[config.mk]
export PLATFORM = sky130hd
export DESIGN_NAME = mux4_rr_arbiter_flat
export DESIGN_NICKNAME = d
export VERILOG_FILES = /design/src/rtl/mux4_rr_arbiter_if.sv /design/src/rtl/mux4_rr_arbiter.sv /design/src/flat_wrapper.sv
export SDC_FILE = /design/constraint.sdc
export NUM_CORES = 1
export LEC_CHECK = 0
export CAP_MARGIN = 20
export CORE_MARGIN = 5
export CORE_UTILIZATION = 40
export DETAILED_ROUTE_END_ITERATION = 12
export MAX_ROUTING_LAYER = met4
export PLACE_DENSITY_LB_ADDON = 0.2
export SLEW_MARGIN = 20
export SYNTH_ARGS = -nofsm -noshare
export SYNTH_HDL_FRONTEND = slang
export SYNTH_SLANG_ARGS = --single-unit
[constraint.sdc]
create_clock -name i_Clk -period 3.53 [get_ports i_Clk]
set_input_delay 0.706 -clock i_Clk [delete_from_list [all_inputs] [get_ports i_Clk]]
set_output_delay 0.706 -clock i_Clk [all_outputs]
set_load 0.01 [all_outputs]
[src/rtl/mux4_rr_arbiter_if.sv]
// Bundle of request, data and sink signals around the shared 4:1 mux.
// The slave side is the arbiter; the master side holds the requesters and the sink.
interface mux4_rr_arbiter_if #(
   parameter int IW = 8
);
   logic [3:0]    i_Req;
   logic [3:0]    i_Last;
   logic [IW-1:0] i_Data1;
   logic [IW-1:0] i_Data2;
   logic [IW-1:0] i_Data3;
   logic [IW-1:0] i_Data4;
   logic          i_Ready;
   logic [3:0]    o_Gnt;
   logic [1:0]    o_Select;
   logic          o_Valid;
   logic [IW-1:0] o_Data;
   logic [1:0]    o_Src;
   logic          o_Timeout;

   modport slave (
      input  i_Req, i_Last, i_Data1, i_Data2, i_Data3, i_Data4, i_Ready,
      output o_Gnt, o_Select, o_Valid, o_Data, o_Src, o_Timeout
   );

   modport master (
      output i_Req, i_Last, i_Data1, i_Data2, i_Data3, i_Data4, i_Ready,
      input  o_Gnt, o_Select, o_Valid, o_Data, o_Src, o_Timeout
   );
endinterface

[src/rtl/mux4_rr_arbiter.sv]
// Round-robin owner arbiter for a shared 4:1 datapath mux with a registered
// valid/ready output stage and a hold watchdog that evicts stalled owners.
//
// state | meaning
// IDLE  | no owner; next requester chosen from ptr onwards, one bubble after each release
// BUSY  | owner in select_q may push beats until a last beat, a request drop or a timeout
module mux4_rr_arbiter #(
   parameter int IW       = 8,
   parameter int MAX_HOLD = 16
) (
   input logic              i_Clk,
   input logic              i_Rst_n,
   mux4_rr_arbiter_if.slave bus
);

   localparam int CW = (MAX_HOLD > 2) ? $clog2(MAX_HOLD) : 1;
   localparam logic [CW-1:0] HOLD_LIM = CW'(MAX_HOLD - 1);

   localparam logic [0:0] ST_IDLE = 1'b0;
   localparam logic [0:0] ST_BUSY = 1'b1;

   logic [0:0]    state_q, state_d;
   logic [1:0]    ptr_q, ptr_d;
   logic [3:0]    gnt_q, gnt_d;
   logic [1:0]    select_q, select_d;
   logic [CW-1:0] hold_cnt_q, hold_cnt_d;
   logic          valid_q, valid_d;
   logic [IW-1:0] data_q, data_d;
   logic [1:0]    src_q, src_d;
   logic          timeout_q, timeout_d;

   logic [1:0]    winner;
   logic          found;
   logic [IW-1:0] mux_data;
   logic          slot_free;
   logic          accept;
   logic          release_now;

   always_comb begin
      winner = ptr_q;
      found  = 1'b0;
      for (int i = 0; i < 4; i++) begin
         logic [1:0] idx;
         idx = ptr_q + 2'(i);
         if (!found && bus.i_Req[idx]) begin
            winner = idx;
            found  = 1'b1;
         end
      end
   end

   always_comb begin
      mux_data = bus.i_Data1;
      case (select_q)
         2'd0: mux_data = bus.i_Data1;
         2'd1: mux_data = bus.i_Data2;
         2'd2: mux_data = bus.i_Data3;
         2'd3: mux_data = bus.i_Data4;
         default: mux_data = bus.i_Data1;
      endcase
   end

   assign slot_free   = !valid_q || bus.i_Ready;
   assign accept      = (state_q == ST_BUSY) && bus.i_Req[select_q] && slot_free;
   // A drop of the owner's request counts as a release even with no beat.
   assign release_now = (state_q == ST_BUSY) &&
                        ((accept && bus.i_Last[select_q]) || !bus.i_Req[select_q]);

   always_comb begin
      state_d    = state_q;
      ptr_d      = ptr_q;
      gnt_d      = gnt_q;
      select_d   = select_q;
      hold_cnt_d = hold_cnt_q;
      valid_d    = valid_q;
      data_d     = data_q;
      src_d      = src_q;
      timeout_d  = 1'b0;

      if (accept) begin
         valid_d = 1'b1;
         data_d  = mux_data;
         src_d   = select_q;
      end else if (valid_q && bus.i_Ready) begin
         valid_d = 1'b0;
      end

      case (state_q)
         ST_IDLE: begin
            if (found) begin
               gnt_d      = 4'b0001 << winner;
               select_d   = winner;
               hold_cnt_d = '0;
               state_d    = ST_BUSY;
            end
         end
         ST_BUSY: begin
            if (release_now) begin
               gnt_d   = 4'b0000;
               ptr_d   = select_q + 2'd1;
               state_d = ST_IDLE;
            end else if (hold_cnt_q == HOLD_LIM) begin
               gnt_d     = 4'b0000;
               ptr_d     = select_q + 2'd1;
               state_d   = ST_IDLE;
               timeout_d = 1'b1;
            end else begin
               hold_cnt_d = hold_cnt_q + 1'b1;
            end
         end
         default: state_d = ST_IDLE;
      endcase
   end

   always_ff @(posedge i_Clk or negedge i_Rst_n) begin
      if (!i_Rst_n) begin
         state_q    <= ST_IDLE;
         ptr_q      <= 2'd0;
         gnt_q      <= 4'b0000;
         select_q   <= 2'd0;
         hold_cnt_q <= '0;
         valid_q    <= 1'b0;
         data_q     <= '0;
         src_q      <= 2'd0;
         timeout_q  <= 1'b0;
      end else begin
         state_q    <= state_d;
         ptr_q      <= ptr_d;
         gnt_q      <= gnt_d;
         select_q   <= select_d;
         hold_cnt_q <= hold_cnt_d;
         valid_q    <= valid_d;
         data_q     <= data_d;
         src_q      <= src_d;
         timeout_q  <= timeout_d;
      end
   end

   assign bus.o_Gnt     = gnt_q;
   assign bus.o_Select  = select_q;
   assign bus.o_Valid   = valid_q;
   assign bus.o_Data    = data_q;
   assign bus.o_Src     = src_q;
   assign bus.o_Timeout = timeout_q;

endmodule

[src/flat_wrapper.sv]
// flat-port wrapper written by rule: the top's interface ports become plain ports
module mux4_rr_arbiter_flat 
#(
   parameter int IW       = 8,
   parameter int MAX_HOLD = 16
)
  (i_Clk, i_Rst_n, bus_i_Req, bus_i_Last, bus_i_Data1, bus_i_Data2, bus_i_Data3, bus_i_Data4, bus_i_Ready, bus_o_Gnt, bus_o_Select, bus_o_Valid, bus_o_Data, bus_o_Src, bus_o_Timeout);
  mux4_rr_arbiter_if #(.IW(IW)) bus_i ();
  input logic i_Clk;
  input logic i_Rst_n;
  input wire logic [$bits(bus_i.i_Req)-1:0] bus_i_Req;
  input wire logic [$bits(bus_i.i_Last)-1:0] bus_i_Last;
  input wire logic [$bits(bus_i.i_Data1)-1:0] bus_i_Data1;
  input wire logic [$bits(bus_i.i_Data2)-1:0] bus_i_Data2;
  input wire logic [$bits(bus_i.i_Data3)-1:0] bus_i_Data3;
  input wire logic [$bits(bus_i.i_Data4)-1:0] bus_i_Data4;
  input wire logic [$bits(bus_i.i_Ready)-1:0] bus_i_Ready;
  output wire logic [$bits(bus_i.o_Gnt)-1:0] bus_o_Gnt;
  output wire logic [$bits(bus_i.o_Select)-1:0] bus_o_Select;
  output wire logic [$bits(bus_i.o_Valid)-1:0] bus_o_Valid;
  output wire logic [$bits(bus_i.o_Data)-1:0] bus_o_Data;
  output wire logic [$bits(bus_i.o_Src)-1:0] bus_o_Src;
  output wire logic [$bits(bus_i.o_Timeout)-1:0] bus_o_Timeout;
  assign bus_i.i_Req = bus_i_Req;
  assign bus_i.i_Last = bus_i_Last;
  assign bus_i.i_Data1 = bus_i_Data1;
  assign bus_i.i_Data2 = bus_i_Data2;
  assign bus_i.i_Data3 = bus_i_Data3;
  assign bus_i.i_Data4 = bus_i_Data4;
  assign bus_i.i_Ready = bus_i_Ready;
  assign bus_o_Gnt = bus_i.o_Gnt;
  assign bus_o_Select = bus_i.o_Select;
  assign bus_o_Valid = bus_i.o_Valid;
  assign bus_o_Data = bus_i.o_Data;
  assign bus_o_Src = bus_i.o_Src;
  assign bus_o_Timeout = bus_i.o_Timeout;
  mux4_rr_arbiter #(.IW(IW), .MAX_HOLD(MAX_HOLD)) u_core (.i_Clk(i_Clk), .i_Rst_n(i_Rst_n), .bus(bus_i));
endmodule
Yosys cells after proc, flatten, opt, wreduce, memory -nomap -nowiden
Index checks and enable logic that the tools add are counted.

Output and inout bits: 18. Register bits after elaboration: 25. Input port bits: 43.

Muxes and demuxes: 39. Bitwise logic cells: 1. Add/sub/neg operators: 5. Equal/unequal tests: 8. Magnitude comparators: 5. Shift-type cells: 1. Reductions and logical operators: 22.

Operators by type and width (count): case mux 8 bit (4 select lines) (1); 2-to-1 mux 4 bit (6); 2-to-1 mux 1 bit (18); case mux 4 bit (2 select lines) (2); less-than comparator 2 x 3 -> 1 bit, second input constant (5); binary-select mux 1 bit (select 2 bit) (6); 2-to-1 mux 2 bit (5); logical AND 1 bit (8); AND reduction 2 bit (3); zero test 1 bit (5); adder 2 x 1 -> 2 bit, second input constant (2); adder 2 bit, second input constant (2); adder 4 x 1 -> 4 bit, second input constant (1); equality test 2 bit, second input constant (2); equality test 4 bit, second input constant (1); != test 2 bit, second input constant (2); nonzero test 2 bit (2); left shift 1 x 2 -> 4 bit, first input constant (1); != test 3 bit, second input constant (1); AND reduction 3 bit (1); equality test 2 x 1 -> 1 bit, second input constant (1); zero test 2 bit (1); logical OR 1 bit (2); != test 2 x 1 -> 1 bit, second input constant (1); other kinds (2) (2).

Depth between registers and ports, before layout
Gate-level depths: netlist (run 1).

Depth after elaboration: 15. Mapped depth: 8. Mapped depth without buffers: 6.

Worst setup path before layout (run 1)
No wires, ideal clock.

Path type: input-to-reg. From: in bus_i_Last[2]. To: reg u_core.gnt_q[1], in the netlist u_core.bus.o_Gnt[1]. Stages: 4. Path slack: 1714 ps. Path buffers: 0. Data required time: 3447 ps. Arrival: 1733 ps. Cell sequence: mux2_4 > and3_4 > o41a_1 > o22ai_1.

Word-level cells in the longest chain between the ends: 7. Elaborated cells on any way between the ends: 9.

RTL lines: start, declared (line flat_wrapper.sv:12) `input wire logic [$bits(bus_i.i_Last)-1:0] bus_i_Last;`; binary-select mux 1 bit (select 2 bit) * (line mux4_rr_arbiter.sv:67) `((accept && bus.i_Last[select_q]) || !bus.i_Req[select_q]);`; 2-to-1 mux 1 bit (implied by the code) * (line mux4_rr_arbiter.sv:67); logical AND 1 bit * (line mux4_rr_arbiter.sv:67); logical OR 1 bit * (line mux4_rr_arbiter.sv:67); logical AND 1 bit * (line mux4_rr_arbiter.sv:66) `assign release_now = (state_q == ST_BUSY) &&`; 2-to-1 mux 4 bit / != test 3 bit (equally long branches); case mux 4 bit (2 select lines) / AND reduction 2 bit (equally long branches); end signal, assigned (line mux4_rr_arbiter.sv:129) `gnt_q <= gnt_d;`; end, declared (line mux4_rr_arbiter.sv:24) `logic [3:0] gnt_q, gnt_d;`.

Every way passes the cells marked *; elsewhere a longest branch is shown, timed or not. The select of a mux whose other input is x is not followed. A chain may end at the register's enable or synchronous reset.

Worst setup path after layout (run 1)
From: in bus_i_Req[3]. To: reg u_core.data_q[5], in the netlist u_core.bus.o_Data[5].

Word-level cells in the longest chain between the ends: 4.

RTL lines: start, declared (line flat_wrapper.sv:11) `input wire logic [$bits(bus_i.i_Req)-1:0] bus_i_Req;`; binary-select mux 1 bit (select 2 bit) (line mux4_rr_arbiter.sv:64) `assign accept = (state_q == ST_BUSY) && bus.i_Req[select_q] && slot_free;`; 2-to-1 mux 1 bit (implied by the code) (line mux4_rr_arbiter.sv:64); logical AND 1 bit (2 in series) (line mux4_rr_arbiter.sv:64); end signal, assigned (line mux4_rr_arbiter.sv:133) `data_q <= data_d;`; end, declared (line mux4_rr_arbiter.sv:28) `logic [IW-1:0] data_q, data_d;`.

No other way between the ends. The select of a mux whose other input is x is not followed.

==> impl_metrics.json, run 1 <==
{
  "synth_flop_cell": "dfrtp_1",
  "max_freq_mhz": 412.9,
  "arrival_ps": 2560,
  "synth-edff-count": 0,
  "finalSetupViolations": 0,
  "worst_pin_slew_ps": 606.6,
  "cts_buffers": 3,
  "drt_pass1_iterations": 6,
  "die_x_um": 71.78,
  "synthTopCellsByArea": "dfrtp_1 41%, nand2_1 5.4%, a222oi_1 5.2%",
  "via_count": 1464,
  "yosysTopAreaCell": "dfrtp_1",
  "wire_per_inst_um": 15.61,
  "outcome": "finished clean",
  "ir_worst_vdd_mv": 0.4158,
  "syn_area_per_cell_um2": 9.251,
  "hold_path.class": "reg2reg",
  "critPathKind": "in2reg",
  "via_per_inst": 5.483,
  "area_growth_pct": 43.52,
  "synthCells": 165,
  "cts_hold_buf": 0,
  "grt_pass1_wl_um": 7031,
  "finalSetupTns_ps": 0,
  "hpwl_um": 3279,
  "clock-skew-final_ps": 2.790,
  "cts_root_buffer": "clkbuf_8",
  "path_clk_slew_ps": 90,
  "ys_seq_area_share_pct": 40.98,
  "fin_crit_sh_pct": 68.61,
  "grt-ovfl-total": 0,
  "yosysUniqueCellTypes": 40,
  "period_needed_ps": 2422,
  "cts_tree": "built",
  "slew_violations": 0,
  "rsz0062_at_grt": "no",
  "cellLeakagePower_uw": 0.0008998,
  "synth_top_family_by_area": "compound AO/OA/AOI/OAI gates",
  "drive_above_1_share_pct": 5.936,
  "p_per_area_mw_per_mm2": 726.5,
  "post_cts_buffers": 0,
  "endpoint_kind": "flop",
  "synth_compound_area_share_pct": 24.02,
  "synth_simple_gate_area_share_pct": 19.51,
  "ys_top_cells_by_count": "25 x dfrtp_1, 22 x nand2_1, 16 x o21ai_0",
  "pre_cts_slack_ps": 797.1,
  "postRouteAntennaNets": 0,
  "synth_area_mm2": 0.001526,
  "grt_pass1_vias": 1554,
  "crit_required_ps": 3670,
  "die_area_mm2": 0.005152,
  "hold_viol_final": 0,
  "synth-async-reset-ratio_pct": 100.0,
  "final_nets": 268,
  "buffer_ports.inserted": 60,
  "htreeDepth": 1,
  "ys_ff_latch": 25,
  "synth-adder-area-share_pct": 4.098,
  "cts.sinks": 25,
  "clock_path_buffers": 2,
  "yosysMostFrequentCell": "dfrtp_1",
  "worst_slack_ps": 1108,
  "grt_util_all_layers_pct": 17.71,
  "core_area_mm2": 0.003689,
  "syn_nets": 213,
  "synth-xor-area-share_pct": 0,
  "grt_max_degree": 26,
  "synth_top_area_share_pct": 40.98,
  "fp.dieH_um": 71.78,
  "synth_mux_area_share_pct": 5.738,
  "rows": 22,
  "drc_errors": 0,
  "wirelength_um": 4169,
  "relSlewSlack_pct": 59.45,
  "initial_utilization_pct": 41.38,
  "cp_max_fo": 21,
  "num_antenna_cells": 0,
  "clk_latency_ps": 280,
  "ioPinCount": 61,
  "cts_resized": 0,
  "maxCapViolCount": 0,
  "ys.warnings.count": 0,
  "place_congestion": 0.8371,
  "crit_path_start_kind": "primary input",
  "antenna_found_initial": 0,
  "initialDrtViolationCount": 100
}
-- state kept, by name, indices dropped and copies added (netlist names) --
name                  flops
u_core.bus.o_Select       2
u_core.state_q            1
u_core.ptr_q              2
u_core.bus.o_Timeout      1
u_core.bus.o_Data         8
u_core.bus.o_Gnt          4
u_core.bus.o_Src          2
u_core.bus.o_Valid        1
u_core.hold_cnt_q         4
-- worst max-delay path, stage by stage --
cell and delay (ps):
clkdlybuf4s50_1 530, mux4_2 610, nand3_1 510, o21ai_0 200
-- cell type report --
class                   count  area [µm²]
flip-flops and latches     25       625.6
inverters                   9       33.78
well taps                  48       60.06
clock buffers               3       41.29
multi-input cells         120       814.5
fillers                   345        1498
clock inverters             1       7.507
repair buffers             61       608.1
-- power by group --
part           total [µW]  leakage, µW  internal (µW)  switching, µW
Sequential            516     0.000322            399            118
Combinational         898     0.000556            443            455
Clock                 178    0.0000217           80.2           97.3
Total                1590     0.000900            922            670
-- cell usage in the layout (no fill, tap or decap), types with 2 or more instances in the layout --
master           count
clkdlybuf4s50_1     60
dfrtp_1             25
nand2_1             22
o21ai_0             16
nor2_1              10
a21oi_1             10
inv_1                9
a222oi_1             8
nor2b_1              5
mux2i_1              5
ha_1                 5
nand3_1              3
clkbuf_8             3
nand2b_1             2
nor3_1               2
o211a_1              2
o41a_1               2
nand4_1              2
a22oi_1              2
a31o_2               2
o211ai_1             2
o22ai_1              2
o32ai_1              2
-- kinds of logic after synthesis --
logic type,after synthesis
compound gates,52
buf+inv,20
flops,25
fa+ha+maj,5
simple gates,56
mux,7
-- worst paths after layout --
| kind | from | end | slack [ps] | cells past startpoint |
|---|---|---|---|---|
| hold reg to reg | u_core.bus.o_Data[2]$_DFFE_PN0P_ | u_core.bus.o_Data[2]$_DFFE_PN0P_ | 490 | 2 |
| setup / recovery | bus_i_Req[3] | u_core.bus.o_Data[5]$_DFFE_PN0P_ | 1110 | 4 |
| min in group asynchronous | i_Rst_n | u_core.bus.o_Src[0]$_DFFE_PN0P_ | 790 | 2 |
| setup reg to reg | u_core.bus.o_Select[0]$_DFFE_PN0P_ | u_core.bus.o_Data[5]$_DFFE_PN0P_ | 1470 | 3 |
| max in group asynchronous | i_Rst_n | u_core.bus.o_Gnt[2]$_DFFE_PN0P_ | 2490 | 2 |
| hold / removal | u_core.bus.o_Data[2]$_DFFE_PN0P_ | u_core.bus.o_Data[2]$_DFFE_PN0P_ | 490 | 2 |
-- routing by layer --
layer | share of wire [%] | GRT usage (%) | up-vias
li1 | - | - | 722
met1 | 39 | 19.24 | 692
met2 | 55 | 32.24 | 44
met3 | 4.8 | 2.805 | 6
met4 | 1.7 | 6.472 | 0
met5 | 0 | - | -
-- metrics by stage --
| step | util (%) | total power, µW | cell area [µm²] | hold WS [ps] | cells |
|---|---|---|---|---|---|
| final | 59.40 | 1592 | 2191 | 492.1 | 267 |
| after global routing | 59.40 | 1739 | 2191 | 527.6 | 267 |
| after CTS | 59.40 | 1609 | 2191 | 503.1 | 267 |
| after detailed placement | 58.07 | 1424 | 2142 | 481.0 | 263 |
| after global placement | 58.07 | 1399 | 2142 | 462.0 | 263 |
| after floorplan | - | 1086 | 1526 | 410.4 | 165 |
Power figures use the tool's default switching activity.
==> run 2: changes to the inputs <==
--- a/config.mk
+++ b/config.mk
@@ -7,7 +7,7 @@
 export LEC_CHECK = 0
 export CAP_MARGIN = 20
 export CORE_MARGIN = 5
-export CORE_UTILIZATION = 40
+export CORE_UTILIZATION = 39
 export DETAILED_ROUTE_END_ITERATION = 12
 export MAX_ROUTING_LAYER = met4
 export PLACE_DENSITY_LB_ADDON = 0.2
==> constraint.sdc (replaced) <==
create_clock -name i_Clk -period 2.2 [get_ports i_Clk]
set_input_delay 0.44 -clock i_Clk [delete_from_list [all_inputs] [get_ports i_Clk]]
set_output_delay 0.44 -clock i_Clk [all_outputs]
set_load 0.01 [all_outputs]
==> run 2 against run 1 <==
- clock-buffer cell count unchanged
- die area increased by 2.2%
- worst hold slack got worse by 1.7 ps
- register-to-register slack got worse by 1200 ps
- design area increased by 2.9%
- sequential share of layout area decreased by 0.79 points
- critical path depth unchanged
- highest routed layer unchanged
==> impl_metrics.json, run 2 (synthesis gave the netlist of run 1 again) <==
{
  "outcome": "finished clean",
  "layout_common_cells": "60 x clkdlybuf4s50_1, 25 x dfrtp_1, 22 x nand2_1",
  "antenna_found_initial": 0,
  "r2r_start": "u_core.bus.o_Select[0]$_DFFE_PN0P_",
  "grt-ovfl-total": 0,
  "slew_violations": 0,
  "grt_pass1_wl_um": 7093,
  "drc_errors": 0,
  "hpwl_um": 3485,
  "fin_hold_ws_ps": 490.4,
  "ir_worst_vdd_mv": 0.4626,
  "hold_end": "u_core.bus.o_Src[1]$_DFFE_PN0P_",
  "clock_path_buffers": 2,
  "grt_pass1_vias": 1509,
  "worst_pin_slew_ps": 529.7,
  "regToRegSetupSlack_ps": 260,
  "finalSetupViolations": 0,
  "cp_max_fo": 8,
  "clk_latency_ps": 270,
  "final_cell_count_no_fill": 274,
  "max_freq_mhz": 515.2,
  "initialDrtViolationCount": 139,
  "die_x_um": 72.56,
  "cts.sinks": 25,
  "cts_tree": "built",
  "p_per_area_mw_per_mm2": 1158,
  "r2r-end": "u_core.bus.o_Gnt[0]$_DFFE_PN0P_",
  "num-fill-cells": 331,
  "crit_path_start_kind": "flop",
  "layout_commonest_cell": "clkdlybuf4s50_1",
  "worst-r2r-cell-count": 4,
  "period_needed_ps": 1941,
  "core_area_mm2": 0.003716,
  "htreeDepth": 1,
  "cts_buffers": 3,
  "cts_resized": 0,
  "via_per_inst": 5.518,
  "buffer_ports.inserted": 60,
  "rows": 22,
  "fp.dieH_um": 72.56,
  "wirelength_um": 4333,
  "num_antenna_cells": 0,
  "rsz0062_at_grt": "no",
  "grt_max_degree": 26,
  "final_area_mm2": 0.002253,
  "maxCapViolCount": 0,
  "slowest_stage": "mux4_2",
  "arrival_ps": 2080,
  "cpPeakStageDelay_ps": 650,
  "clock-skew-final_ps": 3.986,
  "grt_util_all_layers_pct": 17.63,
  "area_growth_pct": 47.62,
  "post_cts_buffers": 0,
  "via_count": 1512,
  "hold_viol_final": 0,
  "largest_reg_flops": 8,
  "fin_crit_sh_pct": 88.23,
  "hold_path.class": "reg2reg",
  "cp_cell_sequence": "mux4_2 > nand2_1 > o41a_1 > o32ai_1",
  "worst_hold_path.num_cells": 2,
  "worstHoldStart": "u_core.bus.o_Src[1]$_DFFE_PN0P_",
  "wire_per_inst_um": 15.81,
  "postRouteAntennaNets": 0,
  "final_nets": 275,
  "critPathKind": "reg2reg",
  "finalSetupTns_ps": 0,
  "die_area_mm2": 0.005265,
  "drt_pass1_iterations": 5,
  "cts_root_buffer": "clkbuf_8",
  "path_clk_slew_ps": 90,
  "placed_cells": 270,
  "place_area_mm2": 0.002207,
  "drive_above_1_share_pct": 8.850,
  "endpoint_kind": "flop",
  "relSlewSlack_pct": 64.41,
  "cellLeakagePower_uw": 0.0009430,
  "cts_hold_buf": 0,
  "ioPinCount": 61,
  "p_total_uw": 2609,
  "place_congestion": 0.9590,
  "crit_required_ps": 2340,
  "initial_utilization_pct": 41.08
}
-- run 2: through the flow --
step	util, %	worst slack, ps
floorplan	-	478.9
global placement	59.39	112.1
detailed placement	59.39	69.34
CTS	60.64	268.4
global route	60.64	115.2
finish	60.64	258.9
-- run 2: routing by layer --
layer	up-vias	track usage, %	wire length (µm)
met5	-	-	0
met4	0	5.533	45
met3	4	1.939	219
met2	45	31.76	2317
met1	725	20.33	1750
li1	738	-	-
-- run 2: where the power goes --
group / internal, µW / switching, µW / total, µW
logic: 761 / 740 / 1500
registers: 640 / 202 / 842
clock network: 127 / 140 / 267
-- run 2: area by class of cell --
| class | instances | area, µm² | area share [%] |
|---|---|---|---|
| sequential | 25 | 625.6 | 27.76 |
| tap | 48 | 60.06 | 2.665 |
| inverter | 9 | 33.78 | 1.499 |
| clock buffer | 3 | 41.29 | 1.832 |
| clock inverter | 1 | 5.005 | 0.2221 |
| multi-input combinational | 120 | 814.5 | 36.15 |
| timing repair buffer | 68 | 673.1 | 29.87 |
-- run 2: worst max-delay path, delay by kind of cell, from the launching register on --
| family | cells | cell delay [ps] |
|---|---|---|
| simple gates | 1 | 190 |
| compound gates | 2 | 380 |
| flops | 1 | 580 |
| mux | 1 | 650 |
-- run 2: worst max path at each step --
stage	start	end	depth (start not counted)	slack [ps]
4_1_cts	u_core.bus.o_Select[1]$_DFFE_PN0P_	u_core.bus.o_Data[6]$_DFFE_PN0P_	6	270
3_5_place_dp	bus_i_Req[2]	u_core.bus.o_Gnt[0]$_DFFE_PN0P_	5	70
3_3_place_gp	bus_i_Req[3]	u_core.bus.o_Gnt[0]$_DFFE_PN0P_	5	110
2_1_floorplan	u_core.bus.o_Select[0]$_DFFE_PN0P_	u_core.bus.o_Gnt[1]$_DFFE_PN0P_	5	480
5_1_grt	u_core.bus.o_Select[1]$_DFFE_PN0P_	u_core.bus.o_Data[6]$_DFFE_PN0P_	6	120
6_report	u_core.bus.o_Select[0]$_DFFE_PN0P_	u_core.bus.o_Gnt[0]$_DFFE_PN0P_	4	260
==> run 3: changes to the inputs <==
--- a/config.mk
+++ b/config.mk
@@ -9,6 +9,7 @@
 export CORE_MARGIN = 5
 export CORE_UTILIZATION = 39
 export DETAILED_ROUTE_END_ITERATION = 12
+export HOLD_SLACK_MARGIN = 0.1
 export MAX_ROUTING_LAYER = met4
 export PLACE_DENSITY_LB_ADDON = 0.2
 export SLEW_MARGIN = 20
==> results of run 3 <==
Same layout as run 2: the final DEF is identical, and so are final timing and power.
